$ cat config.mk
export PLATFORM = sky130hd
export DESIGN_NAME = ps2_move_sequencer
export DESIGN_NICKNAME = d
export VERILOG_FILES = /design/src/rtl/ps2_move_sequencer.sv
export SDC_FILE = /design/constraint.sdc
export NUM_CORES = 1
export LEC_CHECK = 0
export CAP_MARGIN = 20
export CORE_MARGIN = 2
export CORE_UTILIZATION = 55
export CTS_CLUSTER_SIZE = 16
export DETAILED_ROUTE_END_ITERATION = 10
export PLACE_DENSITY_LB_ADDON = 0.08
export SLEW_MARGIN = 25
export SYNTH_ARGS = -nofsm -noshare
export SYNTH_HDL_FRONTEND = slang
export SYNTH_SLANG_ARGS = --single-unit
$ cat constraint.sdc
create_clock -name iClock -period 7.4 [get_ports iClock]
set_clock_uncertainty 0.15 [all_clocks]
set_input_delay 1.48 -clock iClock [delete_from_list [all_inputs] [get_ports iClock]]
set_output_delay 1.48 -clock iClock [all_outputs]
set_load 0.01 [all_outputs]
$ cat src/rtl/ps2_move_sequencer.sv
// Turns PS/2 arrow-key scan codes into bounded, wall-checked player moves and
// sequences the erase/redraw handshake before committing the new position.
module ps2_move_sequencer #(
    parameter logic [7:0] START_X = 8'd4,
    parameter logic [6:0] START_Y = 7'd4,
    parameter int         STEP    = 4,
    parameter logic [7:0] X_MAX   = 8'd156,
    parameter logic [6:0] Y_MAX   = 7'd116,
    parameter logic [7:0] GOAL_X  = 8'd152,
    parameter logic [6:0] GOAL_Y  = 7'd112
) (
    input  logic       iClock,
    input  logic       iReset,
    input  logic [7:0] iData,
    input  logic       iDataEn,
    input  logic       iWall,
    input  logic       iDone,
    output logic [7:0] oProbeX,
    output logic [6:0] oProbeY,
    output logic       oGo,
    output logic [3:0] oDir,
    output logic [7:0] oX,
    output logic [6:0] oY,
    output logic       oBusy,
    output logic       oHit,
    output logic       oWon,
    output logic [1:0] oDbgParse,
    output logic [1:0] oDbgMove
);

    localparam logic [1:0] P_IDLE   = 2'd0;
    localparam logic [1:0] P_EXT    = 2'd1;
    localparam logic [1:0] P_BRK    = 2'd2;
    localparam logic [1:0] P_EXTBRK = 2'd3;

    localparam logic [1:0] M_IDLE  = 2'd0;
    localparam logic [1:0] M_PROBE = 2'd1;
    localparam logic [1:0] M_CHECK = 2'd2;
    localparam logic [1:0] M_DRAW  = 2'd3;

    localparam logic [3:0] DIR_UP    = 4'b1000;
    localparam logic [3:0] DIR_DOWN  = 4'b0100;
    localparam logic [3:0] DIR_LEFT  = 4'b0010;
    localparam logic [3:0] DIR_RIGHT = 4'b0001;

    localparam logic signed [8:0] STEP9 = 9'(STEP);

    logic [1:0] parse_q, parse_d;
    logic       pend_valid_q, pend_valid_d;
    logic [3:0] pend_dir_q, pend_dir_d;
    logic [1:0] move_q, move_d;
    logic [7:0] x_q, x_d;
    logic [6:0] y_q, y_d;
    logic [7:0] probe_x_q, probe_x_d;
    logic [6:0] probe_y_q, probe_y_d;
    logic [3:0] dir_q, dir_d;
    logic       go_q, go_d;
    logic       hit_q, hit_d;
    logic       won_q, won_d;

    logic       post;
    logic [3:0] post_dir;
    logic       consume;
    logic signed [8:0] cand_x, cand_y;
    logic       out_of_bounds;

    // Scan-code parser; break sequences swallow exactly one following byte.
    always_comb begin
        parse_d  = parse_q;
        post     = 1'b0;
        post_dir = 4'b0000;
        if (iDataEn) begin
            case (parse_q)
                P_IDLE: begin
                    if (iData == 8'hE0)      parse_d = P_EXT;
                    else if (iData == 8'hF0) parse_d = P_BRK;
                    else                     parse_d = P_IDLE;
                end
                P_EXT: begin
                    parse_d = P_IDLE;
                    case (iData)
                        8'h75: begin post = 1'b1; post_dir = DIR_UP;    end
                        8'h72: begin post = 1'b1; post_dir = DIR_DOWN;  end
                        8'h6B: begin post = 1'b1; post_dir = DIR_LEFT;  end
                        8'h74: begin post = 1'b1; post_dir = DIR_RIGHT; end
                        8'hF0: parse_d = P_EXTBRK;
                        default: parse_d = P_IDLE;
                    endcase
                end
                default: parse_d = P_IDLE;
            endcase
        end
    end

    always_comb begin
        cand_x = $signed({1'b0, x_q});
        cand_y = $signed({2'b00, y_q});
        case (pend_dir_q)
            DIR_UP:    cand_y = cand_y - STEP9;
            DIR_DOWN:  cand_y = cand_y + STEP9;
            DIR_LEFT:  cand_x = cand_x - STEP9;
            DIR_RIGHT: cand_x = cand_x + STEP9;
            default: ;
        endcase
        out_of_bounds = (cand_x < 9'sd0) || (cand_y < 9'sd0) ||
                        (cand_x > $signed({1'b0, X_MAX})) ||
                        (cand_y > $signed({2'b00, Y_MAX}));
    end

    // The probe registers double as the latched move target.
    always_comb begin
        move_d    = move_q;
        x_d       = x_q;
        y_d       = y_q;
        probe_x_d = probe_x_q;
        probe_y_d = probe_y_q;
        dir_d     = dir_q;
        go_d      = 1'b0;
        hit_d     = 1'b0;
        won_d     = won_q;
        consume   = 1'b0;
        case (move_q)
            M_IDLE: begin
                if (pend_valid_q) begin
                    consume = 1'b1;
                    if (!won_q) begin
                        if (out_of_bounds) begin
                            hit_d = 1'b1;
                        end else begin
                            dir_d     = pend_dir_q;
                            probe_x_d = cand_x[7:0];
                            probe_y_d = cand_y[6:0];
                            move_d    = M_PROBE;
                        end
                    end
                end
            end
            M_PROBE: move_d = M_CHECK;
            M_CHECK: begin
                if (iWall) begin
                    hit_d  = 1'b1;
                    dir_d  = 4'b0000;
                    move_d = M_IDLE;
                end else begin
                    go_d   = 1'b1;
                    move_d = M_DRAW;
                end
            end
            default: begin
                // A done coincident with the start pulse is stale and ignored.
                if (iDone && !go_q) begin
                    x_d    = probe_x_q;
                    y_d    = probe_y_q;
                    dir_d  = 4'b0000;
                    move_d = M_IDLE;
                    if (probe_x_q == GOAL_X && probe_y_q == GOAL_Y) won_d = 1'b1;
                end
            end
        endcase
    end

    // A post wins over a same-cycle consume so the newest request survives.
    always_comb begin
        pend_valid_d = post | (pend_valid_q & ~consume);
        pend_dir_d   = post ? post_dir : pend_dir_q;
    end

    always_ff @(posedge iClock) begin
        if (iReset) begin
            parse_q      <= P_IDLE;
            pend_valid_q <= 1'b0;
            pend_dir_q   <= 4'b0000;
            move_q       <= M_IDLE;
            x_q          <= START_X;
            y_q          <= START_Y;
            probe_x_q    <= START_X;
            probe_y_q    <= START_Y;
            dir_q        <= 4'b0000;
            go_q         <= 1'b0;
            hit_q        <= 1'b0;
            won_q        <= 1'b0;
        end else begin
            parse_q      <= parse_d;
            pend_valid_q <= pend_valid_d;
            pend_dir_q   <= pend_dir_d;
            move_q       <= move_d;
            x_q          <= x_d;
            y_q          <= y_d;
            probe_x_q    <= probe_x_d;
            probe_y_q    <= probe_y_d;
            dir_q        <= dir_d;
            go_q         <= go_d;
            hit_q        <= hit_d;
            won_q        <= won_d;
        end
    end

    assign oProbeX   = probe_x_q;
    assign oProbeY   = probe_y_q;
    assign oGo       = go_q;
    assign oDir      = dir_q;
    assign oX        = x_q;
    assign oY        = y_q;
    assign oBusy     = (move_q != M_IDLE);
    assign oHit      = hit_q;
    assign oWon      = won_q;
    assign oDbgParse = parse_q;
    assign oDbgMove  = move_q;

endmodule

==> results.md <==
- WL final: 6662 um
- Layout Area Growth over Synthesis: 22.01%
- Full die area: 5356 um2
- Finished Core Util: 68.91%
- Commonest cells post-synth: dfxtp_1, nand2_1, a21oi_1
- Worst skew pair latency: 310 ps
- Final setup viols: 0
- Critical Path RT: 7470 ps
- Setup Buffers After CTS: 0
- CTS Root Buffer Type: clkbuf_8
- Critical R2R Capture: oProbeY[5]$_SDFFE_PP0P_
- Crit end category: flop
- Final hold violations: 0
- Largest net degree at the start of global routing: 41
- Net total in the final layout: 390
- Largest cells by area after synthesis: dfxtp_1, a21oi_1, nand2_1
- Worst VDD drop: 0.1098 mV
- R2R depth: 11
- Period utilization: 47.12%
- Largest area contributor in the netlist: dfxtp_1
- Routability cong.: 0.8615
- Setup_tns: 0 ps
- Hold buffers post-CTS: 0
- Post-cts sizing count: 0
- PortBufs: 54
- Fillers: 413
- Routed Antenna Nets: 0
- Most frequent cell after synthesis: dfxtp_1
- I/O pin count: 55
- H-tree levels: 2
- Synthesized Nets: 351
- CTS buffer count: 5
- Slew Limit Fails: 0
- Die Wd: 73.19 um
- Setup CP Type: reg -> reg
- Worst-Margin Slew: 742.6 ps
- Initial Utilization: 56.48%
- Die height: 73.19 um
- Ys flop type: dfxtp_1
- Total track usage: 26.27%
- Register area share after synthesis: 34.98%
- #FFs+latches synth: 46
- Peak Freq: 286.8 MHz
- Global route overflow: 0
- Clock transition at the registers of the reported paths: 100 ps
- WL/cell: 15.71 um
- Worst path arrival time: 3550 ps
- Post-Syn Instances: 330
- Drt drc: 0
- CORE AREA: 4661 um2
- Setup crit start kind: flop
- PD cells: 131.3 nW/um2
- WHS Path Cells: 2
- CTS sink cnt: 46
- Share of cells above drive strength 1: 5.676%
- Flop2flop setup slack: 3910 ps
- Warnings, synthesis: 0
- Power after layout: 0.4216 mW
- Via density per instance: 6.026
- LEAKAGE: 1.120 nW
- Antenna cells: 0
- Hold Path End: pend_valid_q$_SDFF_PP0_
- RSZ-0062 raised after global routing: no
- Number of flops mapped to enable cells by yosys: 0
- Number of global-route vias before repair: 2336
- CP max FO: 13
- Rows: 25
- CTS tree: yes
- Top-area cell type share of the netlist area: 34.98%
- First-pass GRT wire length: 10980 um
- Final worst path period need: 3487 ps
- Dpl hpwl: 4664 um
- Max_cap viols: 0
- Pre-Repair DR Iteration Count: 4
- Clock Path Buffers: 2
- Initial drt markers: 207
- Post-Syn Area per Cell: 7.977 um2
- Asr flop ratio synth: 0%
- Count of cell types in the netlist: 57
- Reg-to-reg startpoint: pend_dir_q[2]$_SDFFE_PP0P_
- Outcome: completed
- Min-Delay Path Class: reg -> reg
- Post-Syn Area: 2633 um2
- Slew Limit Headroom: 50.49%
- Hold path start: pend_valid_q$_SDFF_PP0_
- Via count: 2555
- Antenna violations before repair: 0
logic make-up (layout without fill, tap and decap cells):
group / after synthesis / count (layout) / share of synthesized area (%)
AO/OA/AOI/OAI: 95 / 95 / 24.10
adder cells (fa/ha/maj): 8 / 8 / 4.087
multiplexers: 3 / 3 / 1.141
AND/OR/NAND/NOR: 138 / 138 / 27.14
XOR/XNOR: 7 / 7 / 2.329
buffers and inverters: 33 / 73 / 6.226
flip-flops: 46 / 46 / 34.98
sequential cells by signal, indices dropped and copies added (netlist names):
| signal | flops |
|---|---|
| oWon | 1 |
| oProbeX | 8 |
| pend_valid_q | 1 |
| oHit | 1 |
| oProbeY | 7 |
| oY | 7 |
| pend_dir_q | 4 |
| oX | 8 |
| oDbgParse | 2 |
| oGo | 1 |
| oDir | 4 |
| oDbgMove | 2 |
worst max path at each step:
stage	from	endpoint	slack (ps)	cells past startpoint
after floorplan	pend_dir_q[2]$_SDFFE_PP0P_	oDir[0]$_SDFFE_PP0P_	4490	11
after global placement	pend_dir_q[2]$_SDFFE_PP0P_	oProbeX[5]$_SDFFE_PP0P_	3790	10
after detailed placement	pend_dir_q[2]$_SDFFE_PP0P_	oProbeX[6]$_SDFFE_PP0P_	3630	10
after CTS	pend_dir_q[2]$_SDFFE_PP0P_	oProbeX[6]$_SDFFE_PP0P_	3590	10
after global routing	pend_dir_q[3]$_SDFFE_PP0P_	oProbeY[5]$_SDFFE_PP0P_	3590	11
final	pend_dir_q[2]$_SDFFE_PP0P_	oProbeY[5]$_SDFFE_PP0P_	3910	11
worst max-delay path: stages, from the launching register on:
cell and delay [ps]:
dfxtp_1 510, nor2_1 150, nand3b_1 280, inv_1 130, fa_1 420, nor2b_1 170
o211ai_1 150, a21o_1 190, a211oi_2 290, o21a_1 460, nand2_1 210, a31o_2 280
layer usage:
metal	share of wire [%]	global-route usage [%]	vias up
met5	0	0	-
met4	1.8	10.49	0
met3	5.1	5.801	12
met2	46	40.24	72
met1	47	35.86	1186
li1	-	-	1285
cell usage in the layout, fill, tap and decap left out, types with 7 or more instances in the layout:
cell	n
a21oi_1	36
nand3_1	15
ha_1	7
dfxtp_1	46
clkdlybuf4s50_1	54
nor3_1	10
nand2_1	43
nor2_1	25
o21ai_0	14
inv_1	10
nor4_1	8
through the flow:
step	instance area (um2)	hold WS, ps	instances	setup slack (ps)
final	3212	319.0	424	3913
after global routing	3212	350.3	424	3595
after global placement	3122	302.6	416	3794
after floorplan	2633	286.8	330	4489
after CTS	3212	321.6	424	3591
after detailed placement	3122	308.9	416	3632
where the power goes:
part           internal [mW]  switching [mW]
combinational        0.00747         0.00883
sequential             0.247       0.0000164
clock                 0.0665          0.0915
total                  0.321           0.100
cell type report:
cell class / count / area (um2) / area share [%]
multi-input cells: 251 / 1548 / 48.19
clock buffers: 5 / 68.82 / 2.143
inverters: 10 / 37.54 / 1.169
flip-flops and latches: 46 / 920.9 / 28.67
well taps: 54 / 67.56 / 2.104
clock inverters: 3 / 21.27 / 0.6623
repair buffers: 55 / 548.0 / 17.06
(Power assumes the default switching activity.)
